`config.mk`:
```
export PLATFORM = sky130hd
export DESIGN_NAME = alu_req_arbiter_flat
export DESIGN_NICKNAME = d
export VERILOG_FILES = /design/src/rtl/alu_req_arbiter_if.sv /design/src/rtl/alu_req_arbiter.sv /design/src/flat_wrapper.sv
export SDC_FILE = /design/constraint.sdc
export NUM_CORES = 1
export LEC_CHECK = 0
export ABC_CLOCK_PERIOD_IN_PS = 1500
export CELL_PAD_IN_SITES_DETAIL_PLACEMENT = 1
export CELL_PAD_IN_SITES_GLOBAL_PLACEMENT = 1
export CORE_ASPECT_RATIO = 0.7
export CORE_UTILIZATION = 28
export DETAILED_ROUTE_END_ITERATION = 16
export HOLD_SLACK_MARGIN = 0.03
export PLACE_DENSITY_LB_ADDON = 0.15
export SETUP_SLACK_MARGIN = 0.1
export SKIP_CTS_REPAIR_TIMING = 1
export SLEW_MARGIN = 0
export SYNTH_ARGS = -nofsm -noshare
export SYNTH_HDL_FRONTEND = slang
export SYNTH_SLANG_ARGS = --single-unit
```
`constraint.sdc`:
```
create_clock -name clk -period 1.5 [get_ports clk]
set_input_delay 0.3 -clock clk [delete_from_list [all_inputs] [get_ports clk]]
set_output_delay 0.3 -clock clk [all_outputs]
set_load 0.05 [all_outputs]
```
`src/rtl/alu_req_arbiter_if.sv`:
```
// alu_req_arbiter_if: requester, alu and response buses of the alu arbiter, plus the pkg_alu op type
`ifndef ALU_INOUT_WIDTH
`define ALU_INOUT_WIDTH 8
`endif
`ifndef PROC_FLAGS_WIDTH
`define PROC_FLAGS_WIDTH 4
`endif
package pkg_alu;
  typedef enum logic [2:0] {
    alu_op_add, alu_op_adc, alu_op_sub, alu_op_and,
    alu_op_or, alu_op_xor, alu_op_lslp, alu_op_lsrp
  } alu_oper;
endpackage

interface alu_req_arbiter_if #(parameter int NUM_REQ = 2, parameter int ID_W = 1);
  logic [NUM_REQ-1:0] req_valid, req_ready, req_use_pflags, req_upd_pflags;
  pkg_alu::alu_oper [NUM_REQ-1:0] req_oper;
  logic [NUM_REQ-1:0][`ALU_INOUT_WIDTH-1:0] req_a_lo, req_a_hi, req_b;
  logic [NUM_REQ-1:0][`PROC_FLAGS_WIDTH-1:0] req_flags;
  pkg_alu::alu_oper alu_oper;
  logic [`ALU_INOUT_WIDTH-1:0] alu_a_in_lo, alu_a_in_hi, alu_b_in, alu_out_lo, alu_out_hi;
  logic [`PROC_FLAGS_WIDTH-1:0] alu_proc_flags_in, alu_proc_flags_out;
  logic rsp_valid, rsp_ready;
  logic [ID_W-1:0] rsp_id;
  logic [`ALU_INOUT_WIDTH-1:0] rsp_lo, rsp_hi;
  logic [`PROC_FLAGS_WIDTH-1:0] rsp_flags, pflags;
  modport master (
    output req_valid, req_oper, req_a_lo, req_a_hi, req_b, req_use_pflags, req_flags, req_upd_pflags,
    output rsp_ready, alu_out_lo, alu_out_hi, alu_proc_flags_out,
    input req_ready, alu_oper, alu_a_in_lo, alu_a_in_hi, alu_b_in, alu_proc_flags_in,
    input rsp_valid, rsp_id, rsp_lo, rsp_hi, rsp_flags, pflags
  );
  modport slave (
    input req_valid, req_oper, req_a_lo, req_a_hi, req_b, req_use_pflags, req_flags, req_upd_pflags,
    input rsp_ready, alu_out_lo, alu_out_hi, alu_proc_flags_out,
    output req_ready, alu_oper, alu_a_in_lo, alu_a_in_hi, alu_b_in, alu_proc_flags_in,
    output rsp_valid, rsp_id, rsp_lo, rsp_hi, rsp_flags, pflags
  );
endinterface

```
`src/rtl/alu_req_arbiter.sv`:
```
// alu_req_arbiter: shares one combinational alu among NUM_REQ requesters and owns the processor flags.
// Define ALU_ARB_RR_EN for round-robin arbitration; otherwise lowest index wins.
`ifndef ALU_INOUT_WIDTH
`define ALU_INOUT_WIDTH 8
`endif
`ifndef PROC_FLAGS_WIDTH
`define PROC_FLAGS_WIDTH 4
`endif
module alu_req_arbiter #(
  parameter int NUM_REQ = 2,
  parameter int ID_W = 1
) (
  input logic clk,
  input logic rst_n,
  alu_req_arbiter_if.slave bus
);
  typedef enum logic [1:0] {S_IDLE, S_EXEC, S_RESP} state_t;
  state_t state, nxt;
  logic [ID_W-1:0] gnt;
  logic any, upd_q, accept;
`ifdef ALU_ARB_RR_EN
  logic [ID_W-1:0] rr_ptr;
  // the requester just after rr_ptr has distance 0, so it wins
  always_comb begin
    int best;
    int d;
    best = NUM_REQ;
    d = 0;
    gnt = '0;
    any = 1'b0;
    for (int i = 0; i < NUM_REQ; i++) begin
      d = (i - int'(rr_ptr) - 1 + 2 * NUM_REQ) % NUM_REQ;
      if (bus.req_valid[i] && d < best) begin
        best = d;
        gnt = ID_W'(i);
        any = 1'b1;
      end
    end
  end
  always_ff @(posedge clk or negedge rst_n)
    if (!rst_n) rr_ptr <= ID_W'(NUM_REQ - 1);
    else if (accept) rr_ptr <= gnt;
`else
  always_comb begin
    gnt = '0;
    any = 1'b0;
    for (int i = NUM_REQ - 1; i >= 0; i--)
      if (bus.req_valid[i]) begin
        gnt = ID_W'(i);
        any = 1'b1;
      end
  end
`endif
  assign accept = state == S_IDLE && any;
  assign bus.rsp_valid = state == S_RESP;
  always_comb begin
    nxt = state;
    bus.req_ready = '0;
    if (accept) begin
      bus.req_ready[gnt] = 1'b1;
      nxt = S_EXEC;
    end
    else if (state == S_EXEC) nxt = S_RESP;
    else if (state == S_RESP && bus.rsp_ready) nxt = S_IDLE;
  end
  always_ff @(posedge clk or negedge rst_n)
    if (!rst_n) begin
      state <= S_IDLE;
      bus.alu_oper <= pkg_alu::alu_op_add;
      bus.alu_a_in_lo <= '0;
      bus.alu_a_in_hi <= '0;
      bus.alu_b_in <= '0;
      bus.alu_proc_flags_in <= '0;
      upd_q <= 1'b0;
      bus.rsp_id <= '0;
      bus.rsp_lo <= '0;
      bus.rsp_hi <= '0;
      bus.rsp_flags <= '0;
      bus.pflags <= '0;
    end else begin
      state <= nxt;
      if (accept) begin
        bus.alu_oper <= bus.req_oper[gnt];
        bus.alu_a_in_lo <= bus.req_a_lo[gnt];
        bus.alu_a_in_hi <= bus.req_a_hi[gnt];
        bus.alu_b_in <= bus.req_b[gnt];
        bus.alu_proc_flags_in <= bus.req_use_pflags[gnt] ? bus.pflags : bus.req_flags[gnt];
        upd_q <= bus.req_upd_pflags[gnt];
        bus.rsp_id <= gnt;
      end
      // pflags lands here so a request accepted right after this op sees it
      if (state == S_EXEC) begin
        bus.rsp_lo <= bus.alu_out_lo;
        bus.rsp_hi <= bus.alu_out_hi;
        bus.rsp_flags <= bus.alu_proc_flags_out;
        if (upd_q) bus.pflags <= bus.alu_proc_flags_out;
      end
    end
endmodule

```
`src/flat_wrapper.sv`:
```
// flat-port wrapper written by rule: the top's interface ports become plain ports
module alu_req_arbiter_flat 
#(
  parameter int NUM_REQ = 2,
  parameter int ID_W = 1
)
  (clk, rst_n, bus_req_valid, bus_req_oper, bus_req_a_lo, bus_req_a_hi, bus_req_b, bus_req_use_pflags, bus_req_flags, bus_req_upd_pflags, bus_rsp_ready, bus_alu_out_lo, bus_alu_out_hi, bus_alu_proc_flags_out, bus_req_ready, bus_alu_oper, bus_alu_a_in_lo, bus_alu_a_in_hi, bus_alu_b_in, bus_alu_proc_flags_in, bus_rsp_valid, bus_rsp_id, bus_rsp_lo, bus_rsp_hi, bus_rsp_flags, bus_pflags);
  alu_req_arbiter_if #(.NUM_REQ(NUM_REQ), .ID_W(ID_W)) bus_i ();
  input logic clk;
  input logic rst_n;
  input wire logic [$bits(bus_i.req_valid)-1:0] bus_req_valid;
  input wire logic [$bits(bus_i.req_oper)-1:0] bus_req_oper;
  input wire logic [$bits(bus_i.req_a_lo)-1:0] bus_req_a_lo;
  input wire logic [$bits(bus_i.req_a_hi)-1:0] bus_req_a_hi;
  input wire logic [$bits(bus_i.req_b)-1:0] bus_req_b;
  input wire logic [$bits(bus_i.req_use_pflags)-1:0] bus_req_use_pflags;
  input wire logic [$bits(bus_i.req_flags)-1:0] bus_req_flags;
  input wire logic [$bits(bus_i.req_upd_pflags)-1:0] bus_req_upd_pflags;
  input wire logic [$bits(bus_i.rsp_ready)-1:0] bus_rsp_ready;
  input wire logic [$bits(bus_i.alu_out_lo)-1:0] bus_alu_out_lo;
  input wire logic [$bits(bus_i.alu_out_hi)-1:0] bus_alu_out_hi;
  input wire logic [$bits(bus_i.alu_proc_flags_out)-1:0] bus_alu_proc_flags_out;
  output wire logic [$bits(bus_i.req_ready)-1:0] bus_req_ready;
  output wire logic [$bits(bus_i.alu_oper)-1:0] bus_alu_oper;
  output wire logic [$bits(bus_i.alu_a_in_lo)-1:0] bus_alu_a_in_lo;
  output wire logic [$bits(bus_i.alu_a_in_hi)-1:0] bus_alu_a_in_hi;
  output wire logic [$bits(bus_i.alu_b_in)-1:0] bus_alu_b_in;
  output wire logic [$bits(bus_i.alu_proc_flags_in)-1:0] bus_alu_proc_flags_in;
  output wire logic [$bits(bus_i.rsp_valid)-1:0] bus_rsp_valid;
  output wire logic [$bits(bus_i.rsp_id)-1:0] bus_rsp_id;
  output wire logic [$bits(bus_i.rsp_lo)-1:0] bus_rsp_lo;
  output wire logic [$bits(bus_i.rsp_hi)-1:0] bus_rsp_hi;
  output wire logic [$bits(bus_i.rsp_flags)-1:0] bus_rsp_flags;
  output wire logic [$bits(bus_i.pflags)-1:0] bus_pflags;
  assign bus_i.req_valid = bus_req_valid;
  assign bus_i.req_oper = bus_req_oper;
  assign bus_i.req_a_lo = bus_req_a_lo;
  assign bus_i.req_a_hi = bus_req_a_hi;
  assign bus_i.req_b = bus_req_b;
  assign bus_i.req_use_pflags = bus_req_use_pflags;
  assign bus_i.req_flags = bus_req_flags;
  assign bus_i.req_upd_pflags = bus_req_upd_pflags;
  assign bus_i.rsp_ready = bus_rsp_ready;
  assign bus_i.alu_out_lo = bus_alu_out_lo;
  assign bus_i.alu_out_hi = bus_alu_out_hi;
  assign bus_i.alu_proc_flags_out = bus_alu_proc_flags_out;
  assign bus_req_ready = bus_i.req_ready;
  assign bus_alu_oper = {>>{bus_i.alu_oper}};
  assign bus_alu_a_in_lo = bus_i.alu_a_in_lo;
  assign bus_alu_a_in_hi = bus_i.alu_a_in_hi;
  assign bus_alu_b_in = bus_i.alu_b_in;
  assign bus_alu_proc_flags_in = bus_i.alu_proc_flags_in;
  assign bus_rsp_valid = bus_i.rsp_valid;
  assign bus_rsp_id = bus_i.rsp_id;
  assign bus_rsp_lo = bus_i.rsp_lo;
  assign bus_rsp_hi = bus_i.rsp_hi;
  assign bus_rsp_flags = bus_i.rsp_flags;
  assign bus_pflags = bus_i.pflags;
  alu_req_arbiter #(.NUM_REQ(NUM_REQ), .ID_W(ID_W)) u_core (.clk(clk), .rst_n(rst_n), .bus(bus_i));
endmodule
```
==> metrics, run 1 <==
outcome=finished, violations left; failing checks=setup timing; share of cells above drive strength 1=0.320; pre-CTS setup slack=-0.188 ns; count of cell types in the netlist=24; maximum fanout along the worst path=3; drt pass-1 iters=4; # DRC=0; global placement routability congestion=0.777; fraction of the mapped netlist area in compound gates=0.0854; n_diodes=0; vias in the first global route=2361; gr ovfl total=0; syn nets=306; final worst slack=-0.0635 ns; PortBufs=149; post-route ant nets=0; first-pass GRT wire length=12400 um; mapped cell area=2590 sq um; RSZ-0062 raised after global routing=true; core area=8720 sq um; worst min path class=in -> async; Max Cap Viol=0; drt first-iter violations=108; crit end category=primary output; post-synthesis mux area share=0.217; #FFs+latches synth=59; most frequent cell after synthesis=dfrtp_1; DP Wirelength=6070 um; Final Instance Area=5250 sq um; FFs w/ async S/R, synth=1.00; Wirelength per Cell=16.5 um; final hold violation count=0; WS Path Type=reg -> out; Worst Clk Skew=0.00473 ns; period utilization=1.04; simple-gate area share of the yosys netlist=0.0849; slew margin rel.=0.784; Least-Margin Pin Slew=0.324 ns; final setup fails=2; post-synthesis sequential area ratio=0.569; largest family of logic cells by synthesized area=multiplexers; TritonCTS clock tree=built; final slew viol count=0; Post-synth top cells=59 x dfrtp_1, 34 x nand2_1, 28 x mux2i_1, 25 x o21ai_1, 24 x mux2_2; Post-Synth Adder-Cell Area=0; clock latency on the worst-skew pair=0.33 ns; Synth area leaders=dfrtp_1 57%, mux2i_1 11%, mux2_2 10%, nand2_1 4.9%, o21ai_1 4.8%; setup tns final=-0.0853 ns; DR vias/cell=4.51; Die Area=9650 sq um; Tmin final=1.56 ns; CTS Root Cell=clkbuf_16; io pins=150; Synth warnings=0; syn avg cell area=12.1 sq um; Leak=2.40 nW; htree depth=3; Placed Area=4870 sq um; Total GRT Usage=0.179; CP arrival=1.26 ns; Filler cells=859; Post-Synthesis Cells=215; number of synthesized flops with an enable pin=0; layout net count=468; Layout area overhead=102%; Worst Path Required=1.20 ns; PwrDens=2530 nW/um^2; largest net degree at the start of global routing=60; CTS clk-pin slew, worst paths=0.05 ns; total CTS buffers=9; ys flop type=dfrtp_1; top cell type's share of synthesized area=0.569; achievable clock frequency=0.640 GHz; clk sinks=59; total power=13.3 mW; DR vias=2259; Starting Density=0.297; XOR/XNOR share of the synthesized area=0; Die X=117 um; initial antenna violation count=0; FP Rows=28; startpoint types=register; largest area contributor in the netlist=dfrtp_1; Die Y=82.5 um; peak supply drop=0.00126 V; detailed-route wire length=8260 um; clock tree buffer depth=2
## per-layer routing
layer,GRT usage,vias up,part of all wire
li1,-,1072,-
met1,0.210,1086,0.41
met2,0.290,94,0.48
met3,0.0905,7,0.10
met4,0.0494,0,0.0079
met5,0,-,0
## final cells by class
type	count	area (sq um)	area share
Clock buffer	13	270	0.0515
Clock inverter	2	10.0	0.00191
Inverter	2	7.51	0.00143
Multi-Input combinational cell	142	1060	0.201
Sequential cell	59	1480	0.281
Tap cell	120	150	0.0286
Timing Repair Buffer	163	2280	0.434
## worst paths after layout
check                           startpoint              endpoint  slack, ns  cells past startpoint
max                        u_core.state[0]      bus_req_ready[1]      -0.06                      4
min                                  rst_n  u_core.bus.rsp_hi[6]       0.50                      3
max reg2reg                u_core.state[1]  u_core.bus.rsp_lo[2]       0.15                      4
min reg2reg                   u_core.upd_q          u_core.upd_q       0.53                      2
max in group asynchronous            rst_n  u_core.bus.rsp_lo[0]       0.72                      3
min in group clk              u_core.upd_q          u_core.upd_q       0.53                      2
## critical path, stage by stage, from the launching register on
cell and delay, ns:
dfrtp_1 0.41, nor2_4 0.18, o21ai_4 0.09, nor2_4 0.12, buf_12 0.15
## registers in the layout (all words and copies together) (netlist names)
signal,flops
u_core.bus.alu_a_in_hi,8
u_core.bus.alu_a_in_lo,8
u_core.bus.alu_b_in,8
u_core.bus.alu_oper,3
u_core.bus.alu_proc_flags_in,4
u_core.bus.pflags,4
u_core.bus.rsp_flags,4
u_core.bus.rsp_hi,8
u_core.bus.rsp_id,1
u_core.bus.rsp_lo,8
u_core.state,2
u_core.upd_q,1
## metrics by stage
step | hold slack (ns) | cells | util
6_report | 0.503 | 501 | 0.602
5_1_grt | 0.549 | 501 | 0.602
4_1_cts | -0.0204 | 497 | 0.590
3_5_place_dp | 0.327 | 482 | 0.558
3_3_place_gp | 0.329 | 482 | 0.558
2_1_floorplan | 0.00441 | 215 | -
## cell families (layout without fill, tap and decap cells)
logic type             count (synthesis)  after routing
multiplexers                          53             53
buffers and inverters                 14            180
flip-flops                            59             59
AND/OR/NAND/NOR                       49             49
AO/OA/AOI/OAI                         40             40
## cell usage in the layout, fill, tap and decap left out, drive strengths merged
master	netlist	final
a21o	2	2
a31oi	8	8
and2	1	1
buf	9	72
clkbuf	3	14
clkdlybuf4s50	0	87
clkinv	0	2
dfrtp	59	59
dlygate4sd3	0	1
dlymetal6s2s	0	2
inv	2	2
mux2	25	25
mux2i	28	28
nand2	34	34
nand2b	2	2
nand3b	1	1
nor2	6	6
nor2b	1	1
nor3b	4	4
o21a	1	1
o21ai	29	29
## report_power, final
group	switching (mW)	total, mW	internal, mW
sequential	0.885	3.28	2.40
clock	0.678	1.91	1.24
combinational	4.07	8.09	4.02
total	5.63	13.3	7.66
No activity file was read; power rests on OpenSTA's default activity.
==> run 2, diff against run 1 <==
CTS_CLUSTER_DIAMETER = 100   (was not set)
GPL_TIMING_DRIVEN = 1   (was not set)
==> results of run 2 <==
Final layout, timing and power as in run 1 (identical DEF).
